## src/rtl/dmem_lsu.sv

```systemverilog
// Load/store sequencer for a 64-bit doubleword memory port: aligned dword
// cycles, read-modify-write for narrow stores, sign/zero-extended loads.
module dmem_lsu (
    input  logic        clk,
    input  logic        reset,
    input  logic        req_valid,
    output logic        req_ready,
    input  logic        req_write,
    input  logic [1:0]  req_size,
    input  logic        req_unsigned,
    input  logic [63:0] req_addr,
    input  logic [63:0] req_wdata,
    output logic        resp_valid,
    output logic [63:0] resp_rdata,
    output logic        resp_err,
    output logic        MemRead,
    output logic        MemWrite,
    output logic [63:0] Mem_Addr,
    output logic [63:0] Write_Data,
    input  logic [63:0] Read_Data
);

    typedef enum logic [2:0] {
        S_IDLE  = 3'd0,
        S_RD    = 3'd1,
        S_MERGE = 3'd2,
        S_WR    = 3'd3,
        S_RESP  = 3'd4
    } state_t;

    state_t      state_reg, state_next;
    logic        write_reg;
    logic [1:0]  size_reg;
    logic        unsigned_reg;
    logic [2:0]  off_reg;
    logic [63:0] wdata_reg;
    logic [63:0] captured_reg;
    logic [63:0] mem_addr_reg;
    logic [63:0] write_data_reg;
    logic [63:0] resp_rdata_reg;
    logic        resp_err_reg;

    logic        misaligned;
    logic [63:0] load_shifted;
    logic [63:0] load_value;
    logic [63:0] wdata_shifted;
    logic [63:0] merged;
    logic [7:0]  lane_en;
    logic [3:0]  nbytes;

    always_comb begin
        misaligned = 1'b0;
        case (req_size)
            2'd0: misaligned = 1'b0;
            2'd1: misaligned = req_addr[0];
            2'd2: misaligned = |req_addr[1:0];
            2'd3: misaligned = |req_addr[2:0];
            default: misaligned = 1'b0;
        endcase
    end

    // Load path: bring the addressed lane down to bit 0, then extend.
    always_comb begin
        load_shifted = Read_Data >> {off_reg, 3'b000};
        load_value   = load_shifted;
        case (size_reg)
            2'd0: load_value = unsigned_reg ? {56'd0, load_shifted[7:0]}
                                            : {{56{load_shifted[7]}}, load_shifted[7:0]};
            2'd1: load_value = unsigned_reg ? {48'd0, load_shifted[15:0]}
                                            : {{48{load_shifted[15]}}, load_shifted[15:0]};
            2'd2: load_value = unsigned_reg ? {32'd0, load_shifted[31:0]}
                                            : {{32{load_shifted[31]}}, load_shifted[31:0]};
            default: load_value = load_shifted;
        endcase
    end

    assign nbytes        = 4'd1 << size_reg;
    assign wdata_shifted = wdata_reg << {off_reg, 3'b000};

    // Store merge: lanes off..off+nbytes-1 take new data, the rest keep the
    // doubleword captured during RD.
    generate
        for (genvar gi = 0; gi < 8; gi++) begin : g_lane
            localparam logic [3:0] LANE = 4'(gi);
            assign lane_en[gi] = (LANE >= {1'b0, off_reg}) && (LANE < ({1'b0, off_reg} + nbytes));
            assign merged[8*gi +: 8] = lane_en[gi] ? wdata_shifted[8*gi +: 8]
                                                   : captured_reg[8*gi +: 8];
        end
    endgenerate

    always_comb begin
        state_next = state_reg;
        case (state_reg)
            S_IDLE: begin
                if (req_valid) begin
                    if (misaligned)                        state_next = S_RESP;
                    else if (req_write && req_size == 2'd3) state_next = S_WR;
                    else                                   state_next = S_RD;
                end
            end
            S_RD:    state_next = write_reg ? S_MERGE : S_RESP;
            S_MERGE: state_next = S_WR;
            S_WR:    state_next = S_RESP;
            S_RESP:  state_next = S_IDLE;
            default: state_next = S_IDLE;
        endcase
    end

    always_ff @(posedge clk) begin
        if (reset) begin
            state_reg      <= S_IDLE;
            write_reg      <= 1'b0;
            size_reg       <= 2'd0;
            unsigned_reg   <= 1'b0;
            off_reg        <= 3'd0;
            wdata_reg      <= 64'd0;
            captured_reg   <= 64'd0;
            mem_addr_reg   <= 64'd0;
            write_data_reg <= 64'd0;
            resp_rdata_reg <= 64'd0;
            resp_err_reg   <= 1'b0;
        end else begin
            state_reg <= state_next;
            case (state_reg)
                S_IDLE: begin
                    if (req_valid) begin
                        write_reg    <= req_write;
                        size_reg     <= req_size;
                        unsigned_reg <= req_unsigned;
                        off_reg      <= req_addr[2:0];
                        wdata_reg    <= req_wdata;
                        if (misaligned) begin
                            resp_rdata_reg <= 64'd0;
                            resp_err_reg   <= 1'b1;
                        end else begin
                            mem_addr_reg <= {req_addr[63:3], 3'b000};
                            if (req_write && req_size == 2'd3)
                                write_data_reg <= req_wdata;
                        end
                    end
                end
                S_RD: begin
                    if (write_reg) begin
                        captured_reg <= Read_Data;
                    end else begin
                        resp_rdata_reg <= load_value;
                        resp_err_reg   <= 1'b0;
                    end
                end
                S_MERGE: write_data_reg <= merged;
                S_WR: begin
                    resp_rdata_reg <= 64'd0;
                    resp_err_reg   <= 1'b0;
                end
                default: ;
            endcase
        end
    end

    assign req_ready  = (state_reg == S_IDLE);
    assign resp_valid = (state_reg == S_RESP);
    assign MemRead    = (state_reg == S_RD);
    assign MemWrite   = (state_reg == S_WR);
    assign Mem_Addr   = mem_addr_reg;
    assign Write_Data = write_data_reg;
    assign resp_rdata = resp_rdata_reg;
    assign resp_err   = resp_err_reg;

endmodule

```

## config.mk

```make
export PLATFORM = sky130hd
export DESIGN_NAME = dmem_lsu
export DESIGN_NICKNAME = d
export VERILOG_FILES = /design/src/rtl/dmem_lsu.sv
export SDC_FILE = /design/constraint.sdc
export NUM_CORES = 1
export LEC_CHECK = 0
export ABC_AREA = 1
export BUFFER_PORTS_ARGS = -buffer_cell sky130_fd_sc_hd__buf_2
export CORE_UTILIZATION = 54
export CTS_CLUSTER_SIZE = 10
export DETAILED_ROUTE_END_ITERATION = 10
export PLACE_DENSITY_LB_ADDON = 0.12
export SKIP_CTS_REPAIR_TIMING = 1
export SLEW_MARGIN = 20
export SYNTH_ARGS = -nofsm -noshare
export SYNTH_HDL_FRONTEND = slang
export SYNTH_SLANG_ARGS = --single-unit
```

## constraint.sdc

```tcl
create_clock -name clk -period 2.7 [get_ports clk]
set_clock_uncertainty 0.1 [all_clocks]
set_input_delay 0.54 -clock clk [delete_from_list [all_inputs] [get_ports clk]]
set_output_delay 0.54 -clock clk [all_outputs]
set_load 0.005 [all_outputs]
```

==> results.md <==
- Status: finished, final reports clean
- Number of synthesized flops with an enable pin: 0
- Pin count of the biggest net entering global routing: 129
- I/O Buffers: 392
- Worst Path Buf+Inv: 4
- Clock power share: 32.1%
- Crit path max fanout: 17
- Post-synthesis xor/xnor area fraction: 0.169%
- CP endpoint kind: output port
- Switching share of power: 35.7%
- Initial Util: 55.0%
- Total CTS buffers: 39
- Site row count: 63
- Initial antenna violation count: 1
- Flops & latches, synth: 328
- Finish-stage setup viols: 0
- Reg power frac: 37.4%
- Clock Sinks: 328
- Multiplexer area fraction after synthesis: 0%
- Combinational share of power: 30.5%
- Top_reg_cell synth: dfxtp_1
- Full die area: 0.0309 mm^2
- Asr flop ratio synth: 0%
- Iter 0 DRT Violations: 2469
- Leak pwr: 0.00891 uW
- Fill cell count: 2687
- Synth cell types: 43
- Synth Area in Adders: 0.154%
- GRT Util Overall: 41.2%
- Setup TNS: 0 ns
- Cell Chain, Critical Path: nor2_2 > inv_2 > nor2_2 > buf_4 > buf_4 > buf_2
- Synth Area in Compound Gates: 29.3%
- Slowest stage cell, crit path: dfxtp_1
- Cells after Synth: 2399
- H-Tree Depth: 2
- CTS tree: built
- Worst path required time: 2.06 ns
- Final ANT Viol Nets: 0
- Die X: 176 um
- Crit path kind: flop to output port
- DR WL/cell: 21.0 um
- Max Slew Vio Count: 0
- Synthesis Warnings: 0
- Vias in the first global route: 17200
- Int Power: 9360 uW
- Relative slew slack: 33.9%
- Vias: 18800
- Hold slack: 0.135 ns
- Netlist Area Pre-Place: 0.0163 mm^2
- Clock Root Buffer: clkbuf_16
- Placer Congestion: 1.03
- CP Data Arrival Time: 1.94 ns
- Max-cap violations: 0
- Worst Tran Pin Value: 0.990 ns
- Final nets: 2925
- Max Buffers Root-to-Sink: 3
- Period utilization: 95.6%
- Average cell area after synthesis: 6.79 um^2
- Hold Crit Class: primary input to flop
- TritonRoute pass-1 iters: 7
- Seq/Total Area, Yosys: 40.3%
- Switch Pwr: 5190 uW
- Worst-path clk slew: 0.05 ns
- Combinational family with the most area after synthesis: compound AO/OA/AOI/OAI gates
- Total gr overflow: 0
- I/O Pins: 396
- Total chip power: 14600 uW
- Share of post-route cells with drive strength above 1: 21.7%
- Post-DR vias/cell: 6.01
- Detailed Place HPWL: 48.5 mm
- Final hold vios: 0
- Fmax: 388 MHz
- Cell Pwr Density: 735 mW/mm^2
- CP top delay family: buffers and inverters
- Clk_lat worst skew: 0.54 ns
- CP peak stage delay: 0.33 ns
- # DRC: 0
- Drt total wl: 65.6 mm
- Post-synthesis simple-gate area fraction: 20.6%
- Die Y: 176 um
- Peak VDD IR: 0.500 mV
- Final min period: 2.58 ns
- Unrepaired setup endpoints after global routing: no
- Core box area: 0.0296 mm^2
- Startpoint types: flop
- Area Growth Syn to Fin: 21.6%
- First-pass GRT wire length: 98.1 mm
[layout make-up]
class / instances / area, um^2 / area share [%]
antenna: 1 / 2.50 / 0.0126
clock buffer: 47 / 1050 / 5.28
clock inverter: 3 / 30.0 / 0.152
inverter: 171 / 654 / 3.30
multi-input combinational: 1705 / 8260 / 41.7
sequential: 328 / 6570 / 33.2
tap: 390 / 488 / 2.46
timing repair buffer: 479 / 2770 / 14.0
[power groups by stage]
stage          Clock [uW]  Sequential (uW)  Combinational (uW)
3_5_place_dp            0             5520                4250
5_1_grt              4870             5470                4760
2_1_floorplan           0             5490                2610
4_1_cts              4690             5430                4280
6_report             4670             5440                4440
3_3_place_gp            0             5510                4210
[per-layer routing]
layer / wire length [um] / vias to the layer above / global-route usage (%)
li1: - / 8689 / -
met1: 26600 / 8742 / 55.9
met2: 29400 / 1172 / 64.7
met3: 6570 / 161 / 5.80
met4: 2990 / 0 / 19.2
met5: 0 / - / 0
[tightest hold or removal path: stages]
cell    delay, ns
buf_2        0.07
nor2_1       0.03
nor2_1       0.08
[cells by family (layout without fill, tap and decap cells)]
family	Yosys count	count (layout)
compound gates	906	906
other cells	1	4
simple gates	793	793
fa+ha+maj	2	2
buf+inv	368	700
xor+xnor	1	1
flops	328	328
[per-stage QoR]
step	utilization (%)	cell area [um^2]	std cells	setup WS, ns
6_report	66.9	19800	3124	0.120
3_3_place_gp	63.1	18700	3072	0.0317
4_1_cts	66.8	19800	3122	0.127
2_1_floorplan	-	16300	2401	0.382
5_1_grt	66.9	19800	3124	0.0122
3_5_place_dp	63.1	18700	3072	-0.0115
[cells in the mapped netlist (all sizes together) (2+ instances only)]
library cell  instances  share of area (%)
o21ai               443                 14
nand2               400                9.6
a21oi               385                 12
dfxtp               328                 40
nor2                222                5.2
inv                 171                4.0
nand3               145                4.8
clkbuf              122                2.8
buf                  75                2.7
o22ai                22               0.84
o211ai               18               0.83
o21bai               18               0.85
o221ai               12               0.64
or2                  10               0.38
nor3                  7               0.21
a211oi                4               0.18
and2                  3               0.12
nand3b                3               0.14
ha                    2               0.15
nand4                 2              0.077
[placed cells by master, fill, tap and decap left out, types with 22 or more instances in the layout]
master	n
buf_2	392
o21ai_0	418
inv_1	159
dfxtp_1	326
nor2_1	213
o22ai_1	22
buf_4	75
nand3_1	137
nand2_1	385
a21oi_1	381
clkbuf_16	40
[path summary, 6_finish.rpt]
path	start	endpoint	depth (start not counted)	slack [ns]
worst max-delay path	state_reg[0]	req_ready	6	0.12
worst min-delay path	req_addr[38]	Mem_Addr[38]	3	0.14
worst min register to register	captured_reg[35]	captured_reg[35]	2	0.36
worst max register to register	off_reg[0]	Write_Data[62]	8	0.15
No activity file was read; power rests on OpenSTA's default activity.
